--- config.mk ---
export PLATFORM = sky130hd
export DESIGN_NAME = hpu_sequencer
export DESIGN_NICKNAME = d
export VERILOG_FILES = /design/src/rtl/hpu_sequencer.sv
export SDC_FILE = /design/constraint.sdc
export NUM_CORES = 1
export LEC_CHECK = 0
export BUFFER_PORTS_ARGS = -buffer_cell sky130_fd_sc_hd__buf_4
export CAP_MARGIN = 10
export CORE_ASPECT_RATIO = 0.8
export CORE_MARGIN = 2
export CORE_UTILIZATION = 34
export CTS_CLUSTER_DIAMETER = 120
export DETAILED_ROUTE_END_ITERATION = 10
export GPL_ROUTABILITY_DRIVEN = 0
export PLACE_DENSITY = 0.59
export SLEW_MARGIN = 0
export SYNTH_ARGS = -nofsm -noshare
export SYNTH_HDL_FRONTEND = slang
export SYNTH_SLANG_ARGS = --single-unit
--- constraint.sdc ---
create_clock -name clk -period 3.3 [get_ports clk]
set_clock_uncertainty 0.1 [all_clocks]
set_input_delay 0.495 -clock clk [delete_from_list [all_inputs] [get_ports clk]]
set_output_delay 0.495 -clock clk [all_outputs]
set_load 0.005 [all_outputs]
--- src/rtl/hpu_sequencer.sv ---
// rtl/hpu_sequencer.sv - front-end sequencer feeding random words and instruction bundles to the core array
module hpu_sequencer #(
    parameter int THREADS = 5,
    parameter int WI      = 31,
    parameter int LAST_TO = 8
) (
    input  logic                  clk,
    input  logic                  reset,
    input  logic                  start,
    input  logic                  gen_en,
    input  logic [9:0]            item_count,
    input  logic                  s_valid,
    output logic                  s_ready,
    input  logic [31:0]           s_data,
    input  logic                  s_last,
    input  logic                  out_ready,
    input  logic                  core_last,
    output logic                  run,
    output logic                  com,
    output logic                  get_c,
    output logic [31:0]           get_d_all,
    output logic                  get_v,
    output logic [16*THREADS-1:0] get_d,
    output logic                  exec,
    output logic                  busy,
    output logic                  done,
    output logic                  err
);

    // Counter widths; the shared cycle counter must reach both the drain length and the timeout.
    localparam int WW   = (WI > 0) ? $clog2(WI + 1) : 1;
    localparam int SW   = (THREADS > 1) ? $clog2(THREADS) : 1;
    localparam int CWT  = $clog2(LAST_TO + 1);
    localparam int CW   = (CWT > 2) ? CWT : 2;

    localparam logic [WW-1:0] WORD_LAST  = WW'(WI);
    localparam logic [SW-1:0] SLOT_LAST  = SW'(THREADS - 1);
    localparam logic [CW-1:0] TO_LAST    = CW'(LAST_TO - 1);
    localparam logic [CW-1:0] DRAIN_LAST = CW'(2);
    localparam logic [9:0]    ITEM_MAX   = 10'd512;

    typedef enum logic [2:0] {
        S_IDLE      = 3'd0,
        S_GEN       = 3'd1,
        S_GEN_DRAIN = 3'd2,
        S_FETCH     = 3'd3,
        S_ISSUE     = 3'd4,
        S_WAIT_LAST = 3'd5,
        S_DONE      = 3'd6
    } state_t;

    state_t state;
    state_t state_next;

    logic [WW-1:0]           word_cnt;
    logic [9:0]              item_cnt;
    logic [9:0]              item_total;
    logic [SW-1:0]           slot_cnt;
    logic [CW-1:0]           cnt;
    logic                    last_seen;
    logic [15:0]             slots [THREADS];
    logic [16*THREADS-1:0]   bundle;

    logic accept;
    logic start_ok;
    logic gen_accept;
    logic fetch_accept;
    logic issue_fire;
    logic timeout;
    logic item_bad;

    // The input stream is only open while collecting random words or instructions.
    assign s_ready = (state == S_GEN) || (state == S_FETCH);
    assign busy    = (state != S_IDLE);
    assign accept  = s_valid & s_ready;

    // Flatten the slot registers so slot k lands on bits [16k+15:16k].
    always_comb begin
        bundle = '0;
        for (int k = 0; k < THREADS; k++) begin
            bundle[16*k +: 16] = slots[k];
        end
    end

    // Next-state decode plus the one-cycle strobes the datapath acts on.
    always_comb begin
        state_next   = state;
        start_ok     = 1'b0;
        gen_accept   = 1'b0;
        fetch_accept = 1'b0;
        issue_fire   = 1'b0;
        timeout      = 1'b0;
        item_bad     = (item_count > ITEM_MAX);
        case (state)
            S_IDLE: begin
                if (start) begin
                    start_ok = 1'b1;
                    if (!gen_en) begin
                        state_next = S_FETCH;
                    end else if (item_bad) begin
                        state_next = S_DONE;
                    end else if (item_count == 10'd0) begin
                        state_next = S_FETCH;
                    end else begin
                        state_next = S_GEN;
                    end
                end
            end
            S_GEN: begin
                gen_accept = accept;
                if (accept && (word_cnt == WORD_LAST) &&
                    (item_cnt == item_total - 10'd1)) begin
                    state_next = S_GEN_DRAIN;
                end
            end
            S_GEN_DRAIN: begin
                if (cnt == DRAIN_LAST) begin
                    state_next = S_FETCH;
                end
            end
            S_FETCH: begin
                fetch_accept = accept;
                if (accept && ((slot_cnt == SLOT_LAST) || s_last)) begin
                    state_next = S_ISSUE;
                end
            end
            S_ISSUE: begin
                if (out_ready) begin
                    issue_fire = 1'b1;
                    state_next = last_seen ? S_WAIT_LAST : S_FETCH;
                end
            end
            S_WAIT_LAST: begin
                if (core_last) begin
                    state_next = S_DONE;
                end else if (cnt == TO_LAST) begin
                    timeout    = 1'b1;
                    state_next = S_DONE;
                end
            end
            S_DONE: begin
                state_next = S_IDLE;
            end
            default: begin
                state_next = S_IDLE;
            end
        endcase
    end

    // State register.
    always_ff @(posedge clk) begin
        if (reset) begin
            state <= S_IDLE;
        end else begin
            state <= state_next;
        end
    end

    // Registered core-facing outputs, counters and the instruction slots.
    always_ff @(posedge clk) begin
        if (reset) begin
            run        <= 1'b0;
            com        <= 1'b0;
            get_c      <= 1'b0;
            get_d_all  <= '0;
            get_v      <= 1'b0;
            get_d      <= '0;
            exec       <= 1'b0;
            done       <= 1'b0;
            err        <= 1'b0;
            word_cnt   <= '0;
            item_cnt   <= '0;
            item_total <= '0;
            slot_cnt   <= '0;
            cnt        <= '0;
            last_seen  <= 1'b0;
            for (int k = 0; k < THREADS; k++) begin
                slots[k] <= '0;
            end
        end else begin
            // Run spans start-accept through the DONE cycle; com spans the load plus its drain.
            run   <= (state_next != S_IDLE);
            com   <= (state_next == S_GEN) || (state_next == S_GEN_DRAIN);
            done  <= (state_next == S_DONE);
            get_c <= gen_accept;
            get_v <= issue_fire;
            get_d <= issue_fire ? bundle : '0;
            exec  <= get_v;

            if (gen_accept) begin
                get_d_all <= s_data;
            end

            if (start_ok) begin
                err <= gen_en & item_bad;
            end else if (timeout) begin
                err <= 1'b1;
            end

            if (start_ok) begin
                word_cnt   <= '0;
                item_cnt   <= '0;
                item_total <= item_count;
            end else if (gen_accept) begin
                if (word_cnt == WORD_LAST) begin
                    word_cnt <= '0;
                    item_cnt <= item_cnt + 10'd1;
                end else begin
                    word_cnt <= word_cnt + WW'(1);
                end
            end

            // Shared cycle counter: restarts on every state change, used by drain and timeout.
            if (state_next != state) begin
                cnt <= '0;
            end else if ((state == S_GEN_DRAIN) || (state == S_WAIT_LAST)) begin
                cnt <= cnt + CW'(1);
            end

            if (start_ok || issue_fire) begin
                slot_cnt  <= '0;
                last_seen <= 1'b0;
                for (int k = 0; k < THREADS; k++) begin
                    slots[k] <= '0;
                end
            end else if (fetch_accept) begin
                slots[slot_cnt] <= s_data[15:0];
                slot_cnt        <= slot_cnt + SW'(1);
                last_seen       <= s_last;
            end
        end
    end

endmodule

==> metrics, run 1 <==
result of the run=finished, final reports clean; EDFF count, synth=80; Synthesized Nets=827; net total in the final layout=1,000; vias in the first global route=5,706; largest cells by area after synthesis=dfxtp_1 (36%), edfxtp_1 (28%), and2_1 (12%); die span in x=182 µm; top cell type by total area after synthesis=dfxtp_1; number of top-level pins=171; synthesized flop and latch total=235; count of unresolved DRC violations after routing=0; leakage dissipation=0.00458 µW; dpl hpwl=13.7 mm; Clk Tree Root Cell=clkbuf_16; mean instance size in the synthesized netlist=11.2 µm²; Final Total Pwr=6740 µW; Max rail drop VDD=371 µV; CTS max path bufs=3; number of hold violations in the final report=0; Async S/R FF share, synth=0%; max-capacitance violation count=0; unrepaired setup endpoints after global routing=no; Max-slew headroom=39.2%; clock insertion delay at the later pin of the skew report=0.51 ns; total global routing track utilization=14.8%; P&R area growth vs syn=29.0%; wire length of the first global-routing pass=31.4 mm; clock tree from TritonCTS=built; setup total negative slack=0 ns; main flop type after synthesis=dfxtp_1; effective utilization at floorplan=34.9%; number of max-slew violations in the final report=0; initial antenna violation count=0; count of input and output buffers=170; Synth Area in Adders=1.17%; post-synthesis share of cell area spent on and, or, nand and nor gates=22.9%; compound-cell area share of the yosys netlist=6.98%; total of endpoints with negative setup slack in the final report=0; period utilization=80.9%; sequential element share of the synthesized area=64.1%; cell area after technology mapping=8580 µm²; TritonCTS Sinks=235; clock period minus final worst setup slack=2.67 ns; area share of xor/xnor cells in the synthesized design=2.35%; number of synthesis warnings=0; area enclosed by the die boundary=26,500 µm²; Cells after Synth=769; maximum number of pins on one net before global-route repair=82; total wirelength of the detailed-routed design=19.8 mm; library cells used by synthesis=55; max frequency=0.375 GHz; cell count of the worst reg-to-reg path=8; worst hold path type=primary input to flip-flop; crit path max fanout=13; number of antenna cells inserted=0; summed area of non-filler cells in the final layout=11,100 µm²; largest family of logic cells by synthesized area=simple AND/OR/NAND/NOR gates; pin slew with the least headroom to its limit=0.909 ns; multiplexer share of the synthesized area=0.117%; Worst EP required=3.57 ns; most frequent cell after synthesis=and2_1; hold slack final=0.138 ns; area share of the largest cell type after synthesis=36.2%; CTS Hold Bufs=0; total global routing overflow=0; kind of start point of the critical path=flip-flop; Post-CTS Resized=0; total placed instance area=10,200 µm²; y dimension of the die=146 µm; count of TritonRoute iterations in the first routing pass=4; Post-synth top cells=and2_1 (163), dfxtp_1 (155), nand2_1 (101); number of setup buffers added after CTS=0; power per standard cell area=609 nW/µm²; ratio of cells with drive above 1 in the final layout=25.1%; cell count of the worst hold path=3; site row count=51; number of vias in the routed layout=5,808; element type at the critical path end=flip-flop; arrival time of the worst setup path=2.94 ns; category of the most critical setup path=flip-flop to flip-flop; number of H-tree levels=1; Core Area=24,600 µm²; DR vias/cell=4.54; post-route ant nets=0; number of buffers inserted during clock tree synthesis=24; DRC marker count from the first detailed-route iteration=346; clock transition time at the flip-flop clock pins of the worst setup and hold paths=0.06 ns; drt wl/cell=15.5 µm
-- cell usage in the layout, fill, tap and decap left out, types with 4 or more instances in the layout --
| cell type | instances |
|---|---|
| inv_1 | 6 |
| nor4_1 | 4 |
| dfxtp_1 | 155 |
| xor2_1 | 14 |
| nand2b_1 | 7 |
| and2_1 | 163 |
| nor4_2 | 5 |
| a21oi_1 | 54 |
| nand2_1 | 101 |
| nand3_1 | 8 |
| clkbuf_8 | 4 |
| xnor2_1 | 9 |
| ha_1 | 8 |
| nand4_1 | 8 |
| edfxtp_1 | 80 |
| a21o_1 | 4 |
| a221oi_1 | 4 |
| nor2b_1 | 4 |
| nor2_1 | 35 |
| nor3_1 | 8 |
| clkbuf_16 | 25 |
| o21ai_0 | 6 |
| clkinv_2 | 4 |
| buf_4 | 187 |
-- final cells by class --
class | count | area (µm²)
Multi-Input combinational cell | 486 | 2900
Sequential cell | 235 | 5510
Inverter | 8 | 30.0
Timing Repair Buffer | 187 | 1400
Clock inverter | 12 | 146
Clock buffer | 32 | 692
Fill cell | 2282 | 13500
Tap cell | 318 | 398
-- logic make-up after synthesis --
family                   Yosys count
multiplexers                       1
adder cells (fa/ha/maj)            8
AO/OA/AOI/OAI                     92
XOR/XNOR                          23
flip-flops                       235
buffers and inverters             48
AND/OR/NAND/NOR                  362
-- path summary, 6_finish.rpt --
path / start / endpoint / slack, ns
max: state[0] / slots[0][5] / 0.63
min: s_data[21] / get_d_all[21] / 0.14
max reg2reg: state[0] / slots[0][5] / 0.63
min reg2reg: slots[1][9] / get_d[25] / 0.33
-- state kept, by name (all words and copies together) (netlist names) --
signal / count
err: 1
state: 3
slots: 80
done: 1
get_d: 80
run: 1
last_seen: 1
com: 1
get_d_all: 32
exec: 1
item_total: 10
get_v: 1
cnt: 4
get_c: 1
item_cnt: 10
slot_cnt: 3
word_cnt: 5
-- critical path, stage by stage, from the launching register on --
cell	delay [ns]
dfxtp_1	0.55
nor3_1	0.14
nand2_1	0.09
buf_4	0.19
nand2b_1	0.09
nand2b_1	0.33
nor4_2	0.62
buf_4	0.28
and2_1	0.14
-- where the power goes --
group | total (µW) | internal [µW] | switching [µW] | leakage, µW
Sequential | 3270 | 3190 | 82.4 | 0.00212
Combinational | 658 | 268 | 390 | 0.00205
Clock | 2810 | 1710 | 1100 | 0.000414
Total | 6740 | 5160 | 1580 | 0.00458
-- through the flow --
stage               utilization, %  worst slack, ns  std cells
finish                        45.1            0.630       1278
global placement              41.7            0.688       1234
detailed placement            41.7            0.631       1234
global route                  45.1            0.309       1278
CTS                           45.1            0.613       1278
floorplan                        -            0.314        769
-- layer usage --
| metal | share of wire (%) | global-route usage, % |
|---|---|---|
| met5 | 0 | 0 |
| met4 | 1.9 | 3.41 |
| met3 | 8.3 | 4.56 |
| met2 | 42 | 22.3 |
| met1 | 48 | 20.8 |
Note: power is estimated with default switching activity, not from simulation.
==> inputs of run 2 (changes only) <==
ABC_AREA = 1   (was default)
PLACE_DENSITY = 0.61   (was 0.59)
clock period = 2.4 ns   (was 3.3 ns; I/O delays follow)
==> run 2 against run 1 <==
Net effect: flip-flop and latch count stayed put; register-to-register slack lost 0.37 ns; cell area rose by 1.8%; critical path depth did not move; count of clock-buffer cells in the layout grew 1; worst setup slack got worse by 0.37 ns; critical path type unchanged; critical endpoint is now slots[0][8]; largest cell class unchanged; highest routed layer unchanged.
==> metrics, run 2 <==
result of the run=finished, final reports clean; fill cell total of the finished layout=2,342 (+2.6%); crit path max fanout=18 (+5); number of max-slew violations in the final report=0 (unchanged); pin slew with the least headroom to its limit=0.727 ns (-0.182 ns); number of H-tree levels=1 (unchanged); period utilization=89.4% (+8.5 points); Synthesized Nets=976 (+18%); largest registers in the final layout=get_d x80, slots x80, get_d_all x32; number of synthesis warnings=0 (unchanged); clock period minus final worst setup slack=2.14 ns (-0.525 ns); top cell type by total area after synthesis=dfxtp_1; post-route ant nets=0 (unchanged); Clk Tree Root Cell=clkbuf_16; area enclosed by the die boundary=26,500 µm² (-0.26%); wire length of the first global-routing pass=33.2 mm (+5.8%); drt wl/cell=14.3 µm (-7.4%); total global routing overflow=0 (unchanged); Max rail drop VDD=439 µV (+18%); P&R area growth vs syn=31.7%; count of TritonRoute iterations in the first routing pass=5 (+1); area share of the largest cell type after synthesis=36.2% (+0.095 points); TritonCTS Sinks=235 (unchanged); number of buffers inserted during clock tree synthesis=24 (unchanged); Worst EP required=2.58 ns (-0.99 ns); maximum number of pins on one net before global-route repair=81 (-1.2%); main flop type after synthesis=dfxtp_1; number of antenna cells inserted=0 (unchanged); number of hold violations in the final report=0 (unchanged); number of setup buffers added after CTS=0 (unchanged); vias in the first global route=6,153 (+7.8%); Core Area=24,600 µm² (unchanged); compound-cell area share of the yosys netlist=6.20% (-0.79 points); power per standard cell area=828 nW/µm² (+36%); total wirelength of the detailed-routed design=20.9 mm (+5.6%); total global routing track utilization=15.8% (+1.0 points); number of vias in the routed layout=6,316 (+8.7%); EDFF count, synth=80 (unchanged); DR vias/cell=4.33 (-4.6%); net total in the final layout=1,179 (+18%); largest family of logic cells by synthesized area=simple AND/OR/NAND/NOR gates; clock tree from TritonCTS=built; worst hold path type=primary input to flip-flop; max frequency=0.466 GHz (+24%); total of endpoints with negative setup slack in the final report=0 (unchanged); clock transition time at the flip-flop clock pins of the worst setup and hold paths=0.06 ns (about the same); most frequent cell after synthesis=nor2_1; area share of xor/xnor cells in the synthesized design=1.64% (-0.71 points); Cells after Synth=918 (+19%); Max-slew headroom=51.3% (+12 points); post-synthesis share of cell area spent on and, or, nand and nor gates=18.6% (-4.3 points); clock insertion delay at the later pin of the skew report=0.52 ns (about the same); ratio of cells with drive above 1 in the final layout=21.9% (-3.2 points); DRC marker count from the first detailed-route iteration=380 (+9.8%); dpl hpwl=14.5 mm (+5.4%); die span in x=181 µm (-0.13%); total placed instance area=10,300 µm² (+0.43%); synthesized flop and latch total=235 (unchanged); hold slack final=0.0492 ns (-0.0885 ns); multiplexer share of the synthesized area=0% (-0.12 points); Async S/R FF share, synth=0% (unchanged); mean instance size in the synthesized netlist=9.33 µm² (-16%); element type at the critical path end=flip-flop; effective utilization at floorplan=34.8% (-0.092 points); largest cells by area after synthesis=dfxtp_1 (36%), edfxtp_1 (28%), nor2_1 (11%); site row count=51 (unchanged); category of the most critical setup path=flip-flop to flip-flop; kind of start point of the critical path=flip-flop; sequential element share of the synthesized area=64.3% (+0.17 points); max-capacitance violation count=0 (unchanged); count of unresolved DRC violations after routing=0 (unchanged); arrival time of the worst setup path=2.32 ns (-0.62 ns); cell area after technology mapping=8560 µm² (-0.26%); leakage dissipation=0.00505 µW (+10%); y dimension of the die=146 µm (-0.13%); library cells used by synthesis=36 (-35%); Synth Area in Adders=1.17% (+0.0031 points); number of top-level pins=171 (unchanged); CTS max path bufs=3 (unchanged); summed area of non-filler cells in the final layout=11,300 µm² (+1.8%); initial antenna violation count=0 (unchanged); highest-count cells in the layout ignoring fill and taps=nor2_1 (246), buf_4 (182), inv_1 (153), dfxtp_1 (153), edfxtp_1 (80); Post-synth top cells=nor2_1 (247), dfxtp_1 (155), inv_1 (153); most common cell after layout, fill and taps aside=nor2_1; count of input and output buffers=170 (unchanged)
==> run 2: changes by cell type in the layout (fill, tap and decap cells not counted), sizes merged, moves of 20 or more <==
cell and delta:
nand2 -22, and2 -163, nor2 +216, inv +149
nand3 +20, o21ai +48
==> run 2: critical path, stage by stage (launching register included) <==
cell	delay (ns)
dfxtp_1	0.46
nor2_1	0.11
nand2_2	0.09
nor2_2	0.05
inv_2	0.23
nand2_4	0.09
a21oi_4	0.30
o31ai_2	0.25
buf_12	0.21
==> run 2: layout make-up <==
| cell class | instances | area (µm²) | share of cell area, % |
|---|---|---|---|
| multi-input cells | 500 | 2380 | 21.2 |
| well taps | 318 | 398 | 3.53 |
| repair buffers | 204 | 1620 | 14.3 |
| clock buffers | 33 | 686 | 6.08 |
| flip-flops and latches | 235 | 5510 | 48.9 |
| inverters | 156 | 586 | 5.19 |
| clock inverters | 11 | 95.1 | 0.844 |
==> run 2: metal layers <==
layer | GRT usage (%) | share of wire [%]
met4 | 4.27 | 2.2
met3 | 3.63 | 6.3
met2 | 24.9 | 43
met5 | 0 | 0
met1 | 21.9 | 48
==> run 2: logic make-up (layout without fill, tap and decap cells) <==
logic type | Yosys count | after routing
XOR/XNOR | 16 | 16
adder cells (fa/ha/maj) | 8 | 8
flip-flops | 235 | 235
AO/OA/AOI/OAI | 100 | 100
AND/OR/NAND/NOR | 376 | 376
buffers and inverters | 183 | 404
==> run 2: worst paths after layout <==
path | start | endpoint | slack, ns | cells past startpoint
min | item_count[9] | item_total[9] | 0.05 | 3
max reg2reg | state[1] | slots[0][8] | 0.26 | 8
min reg2reg | get_v | exec | 0.32 | 2
max | state[1] | slots[0][8] | 0.26 | 8
==> run 2: metrics by stage <==
step,TNS (ns),util (%),std cells,setup WS [ns],power (µW)
6_report,0,45.9,1457,0.256,9330
2_1_floorplan,0,-,918,0.175,5250
3_5_place_dp,0,41.8,1394,0.170,5750
5_1_grt,-0.0183,45.9,1457,-0.00867,9770
4_1_cts,0,45.8,1457,0.167,9420
3_3_place_gp,0,41.8,1394,0.190,5740
==> run 2: report_power, final <==
part           internal (µW)  total (µW)  switching [µW]
sequential              4430        4570             136
combinational            444        1130             686
clock                   2120        3630            1510
==> run 2: timing repair <==
action	CTS	global route
hold endpoints to repair	19	0
gates resized for setup	0	8
setup endpoints to repair	0	6
hold buffers	19	0
